===== config.mk =====
export PLATFORM = sky130hd
export DESIGN_NAME = iob_pfsm_loader
export DESIGN_NICKNAME = d
export VERILOG_FILES = /design/src/rtl/iob_pfsm_loader_pkg.sv /design/src/rtl/iob_pfsm_loader_cnt.sv /design/src/rtl/iob_pfsm_loader.sv
export SDC_FILE = /design/constraint.sdc
export NUM_CORES = 1
export LEC_CHECK = 0
export BUFFER_PORTS_ARGS = -buffer_cell sky130_fd_sc_hd__buf_2
export CORE_ASPECT_RATIO = 0.8
export CORE_MARGIN = 3
export CORE_UTILIZATION = 38
export CTS_BUF_LIST = sky130_fd_sc_hd__clkbuf_16
export DETAILED_ROUTE_END_ITERATION = 10
export PLACE_DENSITY_LB_ADDON = 0.2
export SYNTH_ARGS = -nofsm -noshare
export SYNTH_HDL_FRONTEND = slang
export SYNTH_SLANG_ARGS = --single-unit

===== constraint.sdc =====
create_clock -name clk_i -period 1.4 [get_ports clk_i]
set_input_delay 0.21 -clock clk_i [delete_from_list [all_inputs] [get_ports clk_i]]
set_output_delay 0.21 -clock clk_i [all_outputs]
set_load 0.03 [all_outputs]

===== src/rtl/iob_pfsm_loader_pkg.sv =====
// iob_pfsm_loader_pkg: shared constants, FSM states and helpers for the PFSM loader.
// Default CSR byte addresses match the iob_pfsm register map.
// IOB_PFSM_LOADER_SOFTRESET_EN adds the two SOFTRESET write states.
package iob_pfsm_loader_pkg;
    localparam int PFSM_MEMORY_ADDR          = 'h100;
    localparam int PFSM_MEM_WORD_SELECT_ADDR = 'h8;
    localparam int PFSM_SOFTRESET_ADDR       = 'h0;

    typedef enum logic [2:0] {
        IDLE,
        SEL,
        DATA,
`ifdef IOB_PFSM_LOADER_SOFTRESET_EN
        SRST_SET,
        SRST_CLR,
`endif
        DONE
    } state_t;

    function automatic int ceil_div(input int a, input int b);
        return (a + b - 1) / b;
    endfunction
endpackage


===== src/rtl/iob_pfsm_loader_cnt.sv =====
// iob_pfsm_loader_cnt: word/entry counter pair walking the LUT in word-major order.
// Ports: clk_i, cke_i, rst_n_i (sync, active-low); clr_i restarts at word 0 entry 0;
// inc_i advances one entry, rolling into the next word after the last entry;
// word_o, entry_o current position; last_entry_o, last_word_o position flags.
module iob_pfsm_loader_cnt
    import iob_pfsm_loader_pkg::*;
#(
    parameter int ENTRY_W = 3,
    parameter int WORD_W  = 1,
    parameter int N_WORDS = 1
) (
    input  logic               clk_i,
    input  logic               cke_i,
    input  logic               rst_n_i,
    input  logic               clr_i,
    input  logic               inc_i,
    output logic [WORD_W-1:0]  word_o,
    output logic [ENTRY_W-1:0] entry_o,
    output logic               last_entry_o,
    output logic               last_word_o
);
    assign last_entry_o = &entry_o;
    assign last_word_o  = word_o == WORD_W'(N_WORDS - 1);

    always_ff @(posedge clk_i)
        if (!rst_n_i) begin
            word_o  <= '0;
            entry_o <= '0;
        end else if (cke_i) begin
            if (clr_i) begin
                word_o  <= '0;
                entry_o <= '0;
            end else if (inc_i) begin
                entry_o <= entry_o + 1'b1;
                // the word only advances on entry wrap, and never past the last word
                if (last_entry_o && !last_word_o)
                    word_o <= word_o + 1'b1;
            end
        end
endmodule


===== src/rtl/iob_pfsm_loader.sv =====
// iob_pfsm_loader: IOb-native initiator that streams LUT chunks into an iob_pfsm.
// Ports: clk_i, cke_i (clock enable), rst_n_i (sync, active-low);
// start_i/busy_o/done_o load control; data_i/data_valid_i/data_ready_o chunk stream;
// iob_valid_o/iob_addr_o/iob_wdata_o/iob_wstrb_o/iob_ready_i write port;
// iob_rvalid_i/iob_rdata_i unused (write-only initiator).
// Define IOB_PFSM_LOADER_SOFTRESET_EN to pulse SOFTRESET after the LUT is written.
module iob_pfsm_loader
    import iob_pfsm_loader_pkg::*;
#(
    parameter int DATA_W               = 32,
    parameter int ADDR_W               = 16,
    parameter int STATE_W              = 2,
    parameter int INPUT_W              = 1,
    parameter int OUTPUT_W             = 1,
    parameter int MEMORY_ADDR          = PFSM_MEMORY_ADDR,
    parameter int MEM_WORD_SELECT_ADDR = PFSM_MEM_WORD_SELECT_ADDR,
    parameter int SOFTRESET_ADDR       = PFSM_SOFTRESET_ADDR
) (
    input  logic                clk_i,
    input  logic                cke_i,
    input  logic                rst_n_i,
    input  logic                start_i,
    output logic                busy_o,
    output logic                done_o,
    input  logic [DATA_W-1:0]   data_i,
    input  logic                data_valid_i,
    output logic                data_ready_o,
    output logic                iob_valid_o,
    output logic [ADDR_W-1:0]   iob_addr_o,
    output logic [DATA_W-1:0]   iob_wdata_o,
    output logic [DATA_W/8-1:0] iob_wstrb_o,
    input  logic                iob_ready_i,
    input  logic                iob_rvalid_i,
    input  logic [DATA_W-1:0]   iob_rdata_i
);
    localparam int LUT_DATA_W = STATE_W + OUTPUT_W;
    localparam int N_WORDS    = ceil_div(LUT_DATA_W, DATA_W);
    localparam int ENTRY_W    = STATE_W + INPUT_W;
    localparam int WORD_W     = N_WORDS > 1 ? $clog2(N_WORDS) : 1;
    localparam int BYTE_SHIFT = $clog2(DATA_W / 8);

    state_t              state, state_n;
    logic                valid_n;
    logic [ADDR_W-1:0]   addr_n;
    logic [DATA_W-1:0]   wdata_n;
    logic [WORD_W-1:0]   word;
    logic [ENTRY_W-1:0]  entry;
    logic                last_entry, last_word, ack, take;
    logic                unused;

    assign unused       = ^{iob_rvalid_i, iob_rdata_i};
    assign ack          = iob_valid_o && iob_ready_i;
    assign data_ready_o = cke_i && state == DATA && !iob_valid_o;
    assign take         = data_ready_o && data_valid_i;
    assign busy_o       = state != IDLE;
    assign done_o       = state == DONE;
    assign iob_wstrb_o  = {(DATA_W/8){iob_valid_o}};

    iob_pfsm_loader_cnt #(
        .ENTRY_W(ENTRY_W),
        .WORD_W (WORD_W),
        .N_WORDS(N_WORDS)
    ) cnt (
        .clk_i       (clk_i),
        .cke_i       (cke_i),
        .rst_n_i     (rst_n_i),
        .clr_i       (state == IDLE && start_i),
        .inc_i       (state == DATA && ack),
        .word_o      (word),
        .entry_o     (entry),
        .last_entry_o(last_entry),
        .last_word_o (last_word)
    );

    // A request drops after its handshake and the bus fields go back to zero;
    // each CSR state raises its request only from an idle bus, which yields the
    // mandatory idle cycle between consecutive writes.
    always_comb begin
        state_n = state;
        valid_n = iob_valid_o && !iob_ready_i;
        addr_n  = valid_n ? iob_addr_o : '0;
        wdata_n = valid_n ? iob_wdata_o : '0;
        case (state)
            IDLE: if (start_i) begin
                state_n = SEL;
                valid_n = 1'b1;
                addr_n  = ADDR_W'(MEM_WORD_SELECT_ADDR);
                wdata_n = '0;
            end
            SEL: if (!iob_valid_o) begin
                valid_n = 1'b1;
                addr_n  = ADDR_W'(MEM_WORD_SELECT_ADDR);
                wdata_n = DATA_W'(word);
            end else if (iob_ready_i) state_n = DATA;
            DATA: if (take) begin
                valid_n = 1'b1;
                addr_n  = ADDR_W'(MEMORY_ADDR) + (ADDR_W'(entry) << BYTE_SHIFT);
                wdata_n = data_i;
            end else if (ack && last_entry)
`ifdef IOB_PFSM_LOADER_SOFTRESET_EN
                state_n = last_word ? SRST_SET : SEL;
            SRST_SET: if (!iob_valid_o) begin
                valid_n = 1'b1;
                addr_n  = ADDR_W'(SOFTRESET_ADDR);
                wdata_n = DATA_W'(1);
            end else if (iob_ready_i) state_n = SRST_CLR;
            SRST_CLR: if (!iob_valid_o) begin
                valid_n = 1'b1;
                addr_n  = ADDR_W'(SOFTRESET_ADDR);
                wdata_n = '0;
            end else if (iob_ready_i) state_n = DONE;
`else
                state_n = last_word ? DONE : SEL;
`endif
            DONE: state_n = IDLE;
            default: state_n = IDLE;
        endcase
    end

    always_ff @(posedge clk_i)
        if (!rst_n_i) begin
            state       <= IDLE;
            iob_valid_o <= 1'b0;
            iob_addr_o  <= '0;
            iob_wdata_o <= '0;
        end else if (cke_i) begin
            state       <= state_n;
            iob_valid_o <= valid_n;
            iob_addr_o  <= addr_n;
            iob_wdata_o <= wdata_n;
        end
endmodule


* After elaboration in Yosys (flattened, before gate mapping) *
Cells that the tools add are included.

cells by class
  add/subtract/negate cells = 3
  equality and inequality tests = 8
  mux-type cells = 26
  reductions and logical operators = 19

operator list
  kind                                                   number
  2-to-1 mux 32 bit                                      4
  case mux 32 bit (3 select lines)                       1
  2-to-1 mux 16 bit                                      4
  case mux 16 bit (3 select lines)                       1
  2-to-1 mux 3 bit                                       7
  adder 9 x 5 -> 10 bit, first input constant            1
  logical AND 1 bit                                      9
  case mux 3 bit (3 select lines)                        1
  inequality test 2 bit, second input constant           4
  equality test 3 x 2 -> 1 bit, second input constant    2
  2-to-1 mux 1 bit                                       6
  AND reduction 3 bit                                    2
  AND reduction 6 bit                                    1
  nonzero test 2 bit                                     2
  adder 3 x 1 -> 3 bit, second input constant            1
  equality test 3 x 1 -> 1 bit, second input constant    1
  zero test 3 bit                                        1
  case mux 1 bit (3 select lines)                        1
  nonzero test 3 bit                                     1
  zero test 1 bit                                        2
  2-to-1 mux 2 bit                                       1
  inequality test 2 x 1 -> 1 bit, second input constant  1
  AND reduction 2 bit                                    1
  adder 1 bit, second input constant                     1

word-level totals
  bits in registers = 56
  input port bits = 71
  logic and storage cells = 62

* Longest topological paths before layout *
  depth in word-level cells = 6
  depth in mapped cells = 6

* By module *
Synthesis repeated with hierarchy kept, for this count alone.

unflattened totals
  cells, all modules = 190
  area total of the unflattened synthesis = 2039.5 sq um

by module, submodules not included
  module               instances  cells an instance  area an instance (sq um)  sequential area each (sq um)
  iob_pfsm_loader      1          169                1843.0                    1021.0
  iob_pfsm_loader_cnt  1          21                 196.4                     80.1

* Least setup slack after synthesis *
No wires, ideal clock.

  path kind = register to register
  start point = register iob_valid_o
  end point = register iob_addr_o[2]
  data arrival time = 1692 ps
  path slack = -350 ps
  stages on the path, launching flop included = 6
  clock period less this slack = 1750 ps
  cell sequence = dfxtp_1 > buf_2 > nand2b_1 > a211oi_4 > buf_6 > a22o_2

between the ends
  longest elaborated chain between the ends = 5

ends and longest elaborated chain
  what                                  line                    source
  from (decl)                           iob_pfsm_loader.sv:28   output logic iob_valid_o,
  from (signal assigned)                iob_pfsm_loader.sv:128  iob_valid_o <= valid_n;
  zero test 1 bit                       n/a
  logical AND 1 bit                     iob_pfsm_loader.sv:53   assign data_ready_o = cke_i && state == DATA && !iob_valid_o;
  logical AND 1 bit                     iob_pfsm_loader.sv:54   assign take = data_ready_o && data_valid_i;
  2-to-1 mux 16 bit                     iob_pfsm_loader.sv:95   DATA: if (take) begin
  case mux 16 bit (3 select lines) (*)  iob_pfsm_loader.sv:83   case (state)
  to (signal assigned)                  iob_pfsm_loader.sv:129  iob_addr_o <= addr_n;
  to (decl)                             iob_pfsm_loader.sv:29   output logic [ADDR_W-1:0] iob_addr_o,

Mark *: on every way between the ends. The rest lies on a longest branch, timed or not.
A chain may end at the register's enable or synchronous reset.

* Worst setup path after layout *
  start point = register state[0]
  end point = output port data_ready_o

between the ends
  longest elaborated chain between the ends = 3

ends and longest elaborated chain
  what                             line                    source
  from (decl)                      iob_pfsm_loader.sv:42   state_t state, state_n;
  from (signal assigned)           iob_pfsm_loader.sv:127  state <= state_n;
  equality test 3 x 2 -> 1 bit     iob_pfsm_loader.sv:53
  logical AND 1 bit (2 in series)  iob_pfsm_loader.sv:53
  to (decl)                        iob_pfsm_loader.sv:27   output logic data_ready_o,

Every way passes these cells.

==> run metrics <==
Crit Reg-Reg Startpoint state[0]; vias in the first global route around 1500; Worst-Margin Slew about 0.37 ns; CTS H-tree depth 2; # setup viols final 0; total gr overflow 0; Fmax about 730 MHz; status finished clean; CTS Hold Buffers Added 0; part of the Yosys area used for sequential elements 55.1%; Finished Cell Area 2700 sq um; final critical-path share of the clock period between 90% and 100%; reg2reg setup slack 0.10 ns; Synth Flop Type dfxtp_1; Hold Path Class input port to register; area grow syn2layout 35.0%; initial antenna violation count 0; Die Area slightly above 6000 sq um; Final ANT Viol Nets 0; synthesized instance count 170; largest net degree at the start of global routing 36; drt first pass iters 4; Synth cell types 35; layout cell share with drive strength beyond 1 between 50% and 60%; final hold vios 0; critical path launch point type register; FILL cells around 450; dpl ws about 0.076 ns; slew margin rel. between 70% and 80%; Worst Hold Depth 2; clk_skew 0.00544 ns; io pins around 130; CTS tree built; n_diodes 0; Final Max Slew Viols 0; core footprint between 4000 and 5000 sq um; Power Total between 3000 and 4000 uW; CTS Buffer Depth 2; Top delay family on crit path flip-flops; slowest library cell on the worst path dfxtp_2; drc violations 0; Reg2Reg Depth 4; DP Area 2500 sq um; worst skew pair latency between 0.2 and 0.3 ns; number of port buffers 93; CP bufs+invs 2; Mapped Area roughly 2000 sq um; critical path class register to output pin; Final min period between 1 and 1.5 ns; Inst Count DP approximately 320; Post-Route WL 4.39 mm; Synth Register Bits 55; Yosys warnings 0; syn_area_per_cell 11.8 sq um; Post-synth EDFFs 0; async set-or-reset flop fraction in the synthesized netlist 0%; CP required between 1 and 1.5 ns; Worst Hold End iob_wdata_o[16]; number of buffers created by CTS 5; Worst Setup End Kind output pin; Max stage delay on crit path 0.33 ns; commonest cells after routing, fill and taps aside buf_2, dfxtp_1, a22o_2; Iter 0 DRT Violations about 120; Reg clk slew, reported paths roughly 0.07 ns; global-route wire length before repair 6.96 mm; Post-Layout Cell Count 323; Root Buffer clkbuf_16; Hold WS 0.131 ns; leakage around 0.0013 uW; Final nets approximately 340; vias about 1600; Die W around 87 microns; Tot GR Track Use between 10% and 20%; crit-path cells buf_6, nand2b_4, nor3_2, buf_4; RSZ-0062 raised after global routing true; Die Ht about 71 microns; gpl congestion between 0.8 and 0.9; Max Cap Viol 0; clk sinks 55; PwrDens 1170 nW/um^2; commonest non-fill, non-tap cell in the layout buf_2; VDD IR max 883 uV; Max Fanout on Critical Path 10; critical path arrival between 1 and 1.5 ns; # rows 22; syn_nets roughly 240; post-detail-place hpwl 3.21 mm; initial core utilization about 42%; vias per cell 4.95; wire length per cell between 10 and 15 microns; Crit Reg-Reg Endpoint iob_wdata_o[1]; Final WS setup roughly 0.035 ns; Worst Min Path Start data_i[16]; setup bufs post-CTS 0
-- worst max-delay path by stage --
stage,end,startpoint,depth (start not counted),slack [ns]
2_1_floorplan,iob_addr_o[2],iob_valid_o,5,-0.007
3_3_place_gp,iob_wdata_o[4],state[0],4,0.11
3_5_place_dp,iob_wdata_o[7],state[0],4,0.08
4_1_cts,busy_o,state[1],3,0.003
5_1_grt,data_ready_o,state[0],4,-0.03
6_report,data_ready_o,state[0],4,0.03
-- state kept, by name, indices dropped and copies added (netlist names) --
register / flops
iob_addr_o: 16
cnt.word_o: 1
iob_wdata_o: 32
cnt.entry_o: 3
state: 2
iob_valid_o: 1
-- Yosys cell counts (2+ instances only) --
cell	count	area, sq um
nor2_1	2	7.51
nand4_1	2	12.5
nand2b_1	2	12.5
nor3_1	2	10.0
dfxtp_1	55	1100
nor2b_1	4	25.0
clkbuf_1	3	11.3
o21ai_0	4	20.0
buf_6	8	90.1
ha_1	2	25.0
a21o_1	2	15.0
nand2_1	7	26.3
a22o_2	25	250
and2_1	13	81.3
buf_4	5	37.5
o211ai_1	2	15.0
a32o_1	2	20.0
a22o_1	8	70.1
inv_1	3	11.3
a21oi_1	4	20.0
-- where the power goes --
| part | internal, uW | switching (uW) | total, uW |
|---|---|---|---|
| sequential | 1570 | 16.5 | 1590 |
| clock | 778 | 545 | 1320 |
| combinational | 110 | 145 | 255 |
-- through the flow --
step           setup TNS (ns)  utilization (%)
4_1_cts                     0             55.9
5_1_grt               -0.0269             56.1
3_3_place_gp                0             52.0
6_report                    0             56.1
2_1_floorplan         -0.0107                -
3_5_place_dp                0             52.0
-- cells by family (layout without fill, tap and decap cells) --
family                   after synthesis  in the layout  synth area share, %
AO/OA/AOI/OAI                         56             56                 24.9
adder cells (fa/ha/maj)                2              2                 1.25
buffers and inverters                 20            113                 7.76
flip-flops                            55             55                 55.1
AND/OR/NAND/NOR                       37             37                 11.0
-- final cells by class --
cell class	instances	area, sq um	area share [%]
Clock buffer	6	150	5.56
Multi-Input combinational cell	95	766	28.4
Tap cell	60	75.1	2.78
Inverter	3	11.3	0.417
Timing Repair Buffer	102	574	21.3
Clock inverter	2	16.3	0.602
Sequential cell	55	1110	41.0
-- routing by layer --
metal  GRT usage [%]  vias to the layer above  share of wire (%)
met2            21.9                       68                 45
met4            2.90                        0               0.77
met1            18.2                      729                 45
li1                -                      797                  -
met5               0                        -                  0
met3            5.01                        4                9.2
-- timing repair --
| item | CTS | global route |
|---|---|---|
| pin swaps | 0 | 0 |
| resized for setup | 6 | 3 |
| endpoints found under the setup margin | 2 | 2 |
(Power assumes the default switching activity.)
